[src/rtl/fifo_arb_pkg.sv]
// fifo_arb_pkg: shared definitions for the FIFO write-port arbiter slice.
//   arb_state_t     : arbiter FSM state (ST_IDLE / ST_LOCKED)
//   DEFAULT_TIMEOUT : default mid-frame watchdog limit in idle cycles
//   clog2()         : index-width helper, never returns less than 1
package fifo_arb_pkg;

  typedef enum logic {
    ST_IDLE   = 1'b0,
    ST_LOCKED = 1'b1
  } arb_state_t;

  localparam int unsigned DEFAULT_TIMEOUT = 16;

  function automatic int unsigned clog2(input int unsigned v);
    int unsigned r;
    r = 0;
    for (int unsigned i = 0; i < 32; i++) begin
      if ((64'd1 << i) < 64'(v)) r = i + 1;
    end
    return (r == 0) ? 1 : r;
  endfunction

endpackage

[src/rtl/rr_arb_pick.sv]
// rr_arb_pick: combinational round-robin picker.
//   candidates : requesters eligible this cycle
//   rr_last    : index served last; scanning starts at rr_last+1 and wraps
//                modulo N_REQ, so rr_last itself is checked last
//   found      : at least one candidate exists
//   winner     : index of the first candidate in scan order
module rr_arb_pick
  import fifo_arb_pkg::*;
#(
  parameter int unsigned N_REQ = 2,
  parameter int unsigned IDX_W = clog2(N_REQ)
) (
  input  logic [N_REQ-1:0] candidates,
  input  logic [IDX_W-1:0] rr_last,
  output logic             found,
  output logic [IDX_W-1:0] winner
);

  always_comb begin
    logic [IDX_W:0]   sum;
    logic [IDX_W-1:0] idx;
    found  = 1'b0;
    winner = '0;
    sum    = '0;
    idx    = '0;
    for (int unsigned k = 1; k <= N_REQ; k++) begin
      // one extra bit so rr_last+k cannot overflow before the modulo fold
      sum = {1'b0, rr_last} + (IDX_W+1)'(k);
      if (sum >= (IDX_W+1)'(N_REQ)) sum = sum - (IDX_W+1)'(N_REQ);
      idx = sum[IDX_W-1:0];
      if (!found && candidates[idx]) begin
        found  = 1'b1;
        winner = idx;
      end
    end
  end

endmodule

[src/rtl/fifo_wr_arbiter.sv]
// fifo_wr_arbiter: shares the dual-clock FIFO write port between N_REQ
// write-domain requesters. Frame-granular round-robin; the grant is locked
// until the LAST beat of a frame is written or a watchdog expires.
//   CLK, RST   : write clock, synchronous active-high reset
//   EN_MASK    : per-requester arbitration enable (sampled at arbitration only)
//   REQ_VALID/REQ_DATA/REQ_LAST/REQ_READY : requester beat handshakes
//   W_FULL     : FIFO full flag; W_INC/WR_DATA : FIFO write strobe and data
//   GRANT      : registered one-hot grant; BUSY : grant held
//   TMO_ERR    : one-cycle pulse in the cycle the watchdog releases the port
module fifo_wr_arbiter
  import fifo_arb_pkg::*;
#(
  parameter int unsigned N_REQ      = 2,
  parameter int unsigned DATA_WIDTH = 8,
  parameter int unsigned TIMEOUT    = DEFAULT_TIMEOUT
) (
  input  logic                        CLK,
  input  logic                        RST,
  input  logic [N_REQ-1:0]            EN_MASK,
  input  logic [N_REQ-1:0]            REQ_VALID,
  input  logic [N_REQ*DATA_WIDTH-1:0] REQ_DATA,
  input  logic [N_REQ-1:0]            REQ_LAST,
  output logic [N_REQ-1:0]            REQ_READY,
  input  logic                        W_FULL,
  output logic                        W_INC,
  output logic [DATA_WIDTH-1:0]       WR_DATA,
  output logic [N_REQ-1:0]            GRANT,
  output logic                        BUSY,
  output logic                        TMO_ERR
);

  localparam int unsigned      IDX_W    = clog2(N_REQ);
  localparam int unsigned      TMR_W    = clog2(TIMEOUT);
  localparam logic [IDX_W-1:0] RR_RESET = IDX_W'(N_REQ - 1);
  localparam logic [TMR_W-1:0] TMR_LAST = TMR_W'(TIMEOUT - 1);

  arb_state_t       state_q, state_d;
  logic [N_REQ-1:0] grant_q, grant_d;
  logic [IDX_W-1:0] g_q, g_d;            // index form of grant_q
  logic [IDX_W-1:0] rr_last_q, rr_last_d;
  logic [TMR_W-1:0] timer_q, timer_d;

  logic [N_REQ-1:0] cand;
  logic [IDX_W-1:0] pick_base, pick_winner;
  logic             pick_found;
  logic             accept, idle_cyc, wd_fire, frame_end;

  assign cand = REQ_VALID & EN_MASK;

  // One picker serves both paths: from IDLE it scans after rr_last, at a
  // frame end it scans after the port just released (the new rr_last).
  assign pick_base = (state_q == ST_LOCKED) ? g_q : rr_last_q;

  rr_arb_pick #(
    .N_REQ (N_REQ),
    .IDX_W (IDX_W)
  ) u_pick (
    .candidates (cand),
    .rr_last    (pick_base),
    .found      (pick_found),
    .winner     (pick_winner)
  );

  // grant_q is all-zero outside LOCKED, so these fall to 0 in IDLE
  assign accept    = (|(grant_q & REQ_VALID)) && !W_FULL;
  assign idle_cyc  = (state_q == ST_LOCKED) && !(|(grant_q & REQ_VALID)) && !W_FULL;
  assign wd_fire   = idle_cyc && (timer_q == TMR_LAST);
  assign frame_end = (accept && (|(grant_q & REQ_LAST))) || wd_fire;

  always_ff @(posedge CLK) begin
    if (RST) begin
      state_q   <= ST_IDLE;
      grant_q   <= '0;
      g_q       <= '0;
      rr_last_q <= RR_RESET;
      timer_q   <= '0;
    end else begin
      state_q   <= state_d;
      grant_q   <= grant_d;
      g_q       <= g_d;
      rr_last_q <= rr_last_d;
      timer_q   <= timer_d;
    end
  end

  always_comb begin
    state_d   = state_q;
    grant_d   = grant_q;
    g_d       = g_q;
    rr_last_d = rr_last_q;
    timer_d   = timer_q;
    case (state_q)
      ST_IDLE: begin
        if (pick_found) begin
          state_d              = ST_LOCKED;
          g_d                  = pick_winner;
          grant_d              = '0;
          grant_d[pick_winner] = 1'b1;
          timer_d              = '0;
        end
      end
      ST_LOCKED: begin
        if (accept)        timer_d = '0;
        else if (idle_cyc) timer_d = wd_fire ? '0 : timer_q + TMR_W'(1);
        if (frame_end) begin
          rr_last_d = g_q;
          if (pick_found) begin
            g_d                  = pick_winner;
            grant_d              = '0;
            grant_d[pick_winner] = 1'b1;
          end else begin
            state_d = ST_IDLE;
            grant_d = '0;
          end
        end
      end
      default: begin
        state_d = ST_IDLE;
        grant_d = '0;
      end
    endcase
  end

  always_comb begin
    REQ_READY = grant_q & {N_REQ{!W_FULL}};
    W_INC     = accept;
    TMO_ERR   = wd_fire;
    WR_DATA   = '0;
    for (int unsigned i = 0; i < N_REQ; i++) begin
      if (grant_q[i]) WR_DATA = WR_DATA | REQ_DATA[i*DATA_WIDTH +: DATA_WIDTH];
    end
  end

  assign GRANT = grant_q;
  assign BUSY  = (state_q == ST_LOCKED);

endmodule

[config.mk]
export PLATFORM = sky130hd
export DESIGN_NAME = fifo_wr_arbiter
export DESIGN_NICKNAME = d
export VERILOG_FILES = /design/src/rtl/fifo_arb_pkg.sv /design/src/rtl/rr_arb_pick.sv /design/src/rtl/fifo_wr_arbiter.sv
export SDC_FILE = /design/constraint.sdc
export NUM_CORES = 1
export LEC_CHECK = 0
export ABC_CLOCK_PERIOD_IN_PS = 1500
export BUFFER_PORTS_ARGS = -buffer_cell sky130_fd_sc_hd__buf_2
export CAP_MARGIN = 5
export CORE_MARGIN = 5
export CORE_UTILIZATION = 42
export CTS_CLUSTER_DIAMETER = 30
export DETAILED_ROUTE_END_ITERATION = 8
export PLACE_DENSITY = 0.87
export SLEW_MARGIN = 20
export SYNTH_ARGS = -nofsm -noshare
export SYNTH_HDL_FRONTEND = slang
export SYNTH_SLANG_ARGS = --single-unit
[constraint.sdc]
create_clock -name CLK -period 1.5 [get_ports CLK]
set_input_delay 0.075 -clock CLK [delete_from_list [all_inputs] [get_ports CLK]]
set_output_delay 0.075 -clock CLK [all_outputs]
set_load 0.01 [all_outputs]
# Word-level counts from Yosys, hierarchy flattened
# Index checks and enable logic that the tools add are counted.
# Widths: inputs -> output; s select.
dict set report word_totals {
  mem_count 0
  regBits 9
  output_inout_bits 15
  inputBits 25
  mem_bits_rw 0
  latch_bits 0
  rom_bits 0
  word_cells 72
}
dict set report classes {
  multipliers 0
  n_eq_ne 4
  mux 30
  n_div 0
  shifts 0
  reduce_logical 16
  n_lt_le_gt_ge 6
  add_sub_neg 5
  bitwise 6
}
# op n
set op_table {}
lappend op_table {{$mux 1} 16}
lappend op_table {{$mux 4} 4}
lappend op_table {{$mux 8} 2}
lappend op_table {{$and 2x2->2} 4}
lappend op_table {{$or 8x8->8} 1}
lappend op_table {{$pmux 4 s2} 1}
lappend op_table {{$logic_and 1x1->1} 7}
lappend op_table {{$lt 1x2->1 const B} 3}
lappend op_table {{$mux 2} 3}
lappend op_table {{$reduce_and 2->1} 3}
lappend op_table {{$add 4x1->4 const B} 1}
lappend op_table {{$eq 4x4->1 const B} 1}
lappend op_table {{$ge 2x2->1 const B} 2}
lappend op_table {{$pmux 1 s2} 2}
lappend op_table {{$pmux 2 s2} 1}
lappend op_table {{$reduce_or 2->1} 2}
lappend op_table {{$logic_not 1->1} 3}
lappend op_table {{$ne 3x1->1 const B} 1}
lappend op_table {{$add 1x1->2 const B} 1}
lappend op_table {{$add 1x2->2 const B} 1}
lappend op_table {{$ne 2x1->1 const B} 1}
lappend op_table {{$ne 2x2->1 const B} 1}
lappend op_table {{$sub 1x1->1 const B} 2}
lappend op_table {{$demux 1 s1} 1}
lappend op_table {{3 further kinds} 3}

# Longest topological paths before layout
dict set report logic_depth {
  word_depth 17
  ltp_mapped 5
}

# Modules after synthesis
# Synthesis repeated with hierarchy kept, for this count alone.
dict set report unflattened {
  cells_unflattened 72
  hier_area_um2 616.8
}
# module area_each_um2 seq_area_each_um2 cells_each instances
set modules_own_cells {}
lappend modules_own_cells {fifo_wr_arbiter 603.1 180.2 70 1}
lappend modules_own_cells {rr_arb_pick 13.8 0.0 2 1}

# Worst setup path before layout
# No wires, ideal clock.
dict set report synth_path {
  path_type {register -> register}
  startpoint {register grant_q[1], in the netlist GRANT[1]}
  endpoint {register grant_q[1], in the netlist GRANT[1]}
  arrival_time_ns 1.204
  setup_ns 0.125
  synth_period_minus_slack_ns 1.330
  setup_slack_ns 0.170
  path_buffers 0
  path_stages_with_launch 5
  t_required_ns 1.375
  cell_sequence {dfxtp_1 -> a22oi_4 -> or3_4 -> a21oi_1 -> o21ai_1}
}
dict set report synth_between {
  elab_chain_len 9
}
# item line_no
set synth_rtl {}
lappend synth_rtl {{start: declaration} fifo_wr_arbiter.sv:38} ;# logic [N_REQ-1:0] grant_q, grant_d;
lappend synth_rtl {{start signal: assignment} fifo_wr_arbiter.sv:79} ;# grant_q <= grant_d;
lappend synth_rtl {{$and 2x2->2} {fifo_wr_arbiter.sv:65, fifo_wr_arbiter.sv:66}}
lappend synth_rtl {{$reduce_or 2->1} {fifo_wr_arbiter.sv:65, fifo_wr_arbiter.sv:66}}
lappend synth_rtl {{$logic_not 1->1} fifo_wr_arbiter.sv:66} ;# assign idle_cyc = (state_q == ST_LOCKED) && !(|(grant_q & REQ_VALID)) && !W_FULL;
lappend synth_rtl {{$logic_and 1x1->1 (2 in series)} fifo_wr_arbiter.sv:66}
lappend synth_rtl {{$logic_and 1x1->1} fifo_wr_arbiter.sv:67} ;# assign wd_fire = idle_cyc && (timer_q == TMR_LAST);
lappend synth_rtl {{$logic_or 1x1->1 *} fifo_wr_arbiter.sv:68} ;# assign frame_end = (accept && (|(grant_q & REQ_LAST))) || wd_fire;
lappend synth_rtl {{$ne 2x1->1 (no line) *} n/a}
lappend synth_rtl {{$reduce_and 2->1 (no line) *} n/a}
# Every way passes the cells marked *; elsewhere a longest branch is shown, timed or not.
# A chain may end at the register's enable or synchronous reset.

# Final worst setup path
dict set report layout_path {
  startpoint {register timer_q[1]}
  endpoint {output TMO_ERR}
}
dict set report layout_between {
  elab_chain_len 2
}
# item line_no
set layout_rtl {}
lappend layout_rtl {{start: declaration} fifo_wr_arbiter.sv:41} ;# logic [TMR_W-1:0] timer_q, timer_d;
lappend layout_rtl {{start signal: assignment} fifo_wr_arbiter.sv:82} ;# timer_q <= timer_d;
lappend layout_rtl {{$eq 4x4->1} fifo_wr_arbiter.sv:67}
lappend layout_rtl {{$logic_and 1x1->1} fifo_wr_arbiter.sv:67}
lappend layout_rtl {{end: declaration} fifo_wr_arbiter.sv:29} ;# output logic TMO_ERR
# No other way between the ends.

==> results.md <==
* Via Count at 832
* Die width at 50.04 µm
* Clock buffer depth at 2
* Antenna Cells at 0
* Startpoint class of the critical path: flop
* Slowest cell on crit path: dfxtp_1
* Root Driver: clkbuf_4
* DP Area at 914.6 µm²
* Wire length per cell at 15.42 µm
* Async set-reset flop share out of synthesis at 0%
* Hold Path Class: in -> reg
* Critical path arrival at 1.34 ns
* Layout cells sized above 1 at 49.21%
* Final nets at approximately 150
* Reg2reg end: g_q
* DIE AREA at 0.002504 mm²
* Post-synth top area share at 26.77%
* Crit path cell chain: ha_2, nand3_2, nor3_2, buf_2
* TritonCTS clock tree: done
* FP Rows at 14
* Cell area after layout at 955.9 µm²
* Mean Syn Cell Area at 8.310 µm²
* Synth cell count leaders: dfxtp_1, a22o_1, nand2_1, nor2_1
* Post-layout util at 63.46%
* Status: finished clean
* Worst Max-Slew Pin Slew at 0.3360 ns
* Post-CTS Hold Fix Bufs at 0
* Seq/Total Area, Yosys at 26.77%
* Syn nets at ~110
* Crit-path max cell delay at 0.36 ns
* RePlAce Congestion at 0.8305
* Worst setup EP type: output port
* Final hold vios at 0
* Post-CTS setup buffers at 0
* Global-route wire length before repair at 3456 µm
* Flop2flop setup slack at 0.09 ns
* Largest net degree at the start of global routing at 14
* Count leader, synth: dfxtp_1
* Dominant synthesized flop cell: dfxtp_1
* Synth Cell Area at between 600 and 700 µm²
* Synth top area cells: dfxtp_1, a22o_1, nand2_1, nand4b_1, nor2_1
* R2R depth at 4
* Fmax at 708.2 MHz
* Initial Utilization at between 40 and 50%
* Post-Syn Instances at 81
* Reported max-cap violation count at 0
* Overall Global Routing Usage at 16.80%
* Port buffer count at 39
* Final setup vio count at 0
* Grt total ovfl at 0
* Vias in the first global route at between 800 and 900
* Synth-to-Final Area Change at 42.01%
* Die Ht at 50.04 µm
* Worst relative slew slack at just under 80%
* DR pass1 iterations at 4
* Hold Crit Endpoint: timer_q[1]
* Clock latency at the later pin of the worst-skew pair at ~0.26 ns
* Resized cells post-CTS at 0
* # IOs at 40
* Reg-to-Reg Start: BUSY
* Netlist cell types at 36
* Initial antenna violation count at 0
* Fin Clk Skew at 0.003713 ns
* DRC at 0
* Worst path bufs/invs at 1
* Post-DP HPWL at 1776 µm
* Leakage at 0.4434 nW
* Final WL at 2190 µm
* Antenna viol nets, final at 0
* Initial detailed-routing violation count at 40
* Minimum clock period at 1.412 ns
* Worst hold start: RST
* Core Area at between 0.0015 and 0.002 mm²
* Worst IR Drop VDD at 539.0 µV
* CP required at ~1.4 ns
* Clock transition at path regs at 0.06 ns
* Critical setup path kind: reg -> out
* Leading area contributor after synthesis: dfxtp_1
* Delay-heaviest family, CP: flip-flops
* Vias per cell at 5.859
* H-tree levels at 1
* Pwr/cell area at 679.2 mW/mm²
* Flops & latches, synth at 9
* Cts bufs inserted at 3
* Hold Path Depth at 2
* Post-synth EDFFs at 0
* TritonCTS Sinks at 9
* Final Max Slew Viols at 0
* Post-route clock period utilization at a little over nine tenths
* Syn. warnings at 0
* Max FO, Critical Path at 4
-- final cells by class --
class / count / area [µm²]
fill: 131 / 550.5
multi-input combinational: 65 / 471.7
timing repair buffer: 46 / 247.7
sequential: 9 / 182.7
clock buffer: 4 / 26.28
tap: 16 / 20.02
inverter: 2 / 7.507
-- per-stage QoR --
step | instances | total power, mW | setup WS, ns | hold WS, ns | setup TNS, ns
final | 142 | 0.6492 | 0.08791 | 0.1101 | 0
after global routing | 142 | 0.6811 | -0.001501 | 0.1069 | -0.001501
after floorplan | 81 | 0.3718 | 0.1704 | 0.2965 | 0
after detailed placement | 138 | 0.4653 | 0.07069 | 0.3829 | 0
after global placement | 138 | 0.4574 | 0.1221 | 0.3702 | 0
after CTS | 142 | 0.6518 | 0.01789 | 0.1054 | 0
-- power by group --
part	leakage [nW]	switching [mW]	total, mW	internal [mW]
Sequential	0.0741	0.0123	0.261	0.249
Clock	0.0150	0.0837	0.186	0.102
Combinational	0.354	0.102	0.202	0.101
-- layout by cell type, fill, tap and decap left out, types with 2 or more instances in the layout --
cell and instances:
o21ai_1 2, dfxtp_2 2, a31oi_1 3, buf_4 7, a22o_1 8, o21a_1 2, buf_2 39, dfxtp_1 7
nand4b_1 3, o211ai_1 2, o21ai_0 2, a21oi_1 4, inv_1 2, nand2_1 8, nor2_1 6, clkbuf_4 3
nor2b_1 2
-- worst register-to-register path, stage by stage (launching register included) --
cell      delay [ns]
dfxtp_1         0.40
mux2_2          0.38
a311oi_1        0.28
o211ai_1        0.16
o31ai_1         0.09
-- sequential cells by signal, indices dropped and copies added, names as in the netlist --
signal     flops
BUSY           1
g_q            1
rr_last_q      1
timer_q        4
GRANT          2
-- worst max-delay path by stage --
stage                          start        to  cells past startpoint
after floorplan             GRANT[1]  GRANT[1]                      4
after global placement          BUSY       g_q                      4
after detailed placement    GRANT[0]  GRANT[1]                      4
after CTS                 timer_q[1]   TMO_ERR                      4
after global routing      timer_q[1]   TMO_ERR                      4
final                     timer_q[1]   TMO_ERR                      4
-- cells by family after synthesis --
kind of cell             after synthesis  share of synthesized area, %
buffers and inverters                  7                         5.018
adder cells (fa/ha/maj)                1                         1.858
AO/OA/AOI/OAI                         32                         37.36
AND/OR/NAND/NOR                       30                         25.10
flip-flops                             9                         26.77
multiplexers                           2                         3.903
-- layer usage --
layer	up-vias	part of all wire [%]	wire, µm	global-route usage (%)
li1	403	-	-	-
met1	381	41	900	19.96
met2	46	47	1032	27.62
met3	2	11	246	5.422
met4	0	0.46	10	6.114
met5	-	0	0	0
(Power assumes the default switching activity.)
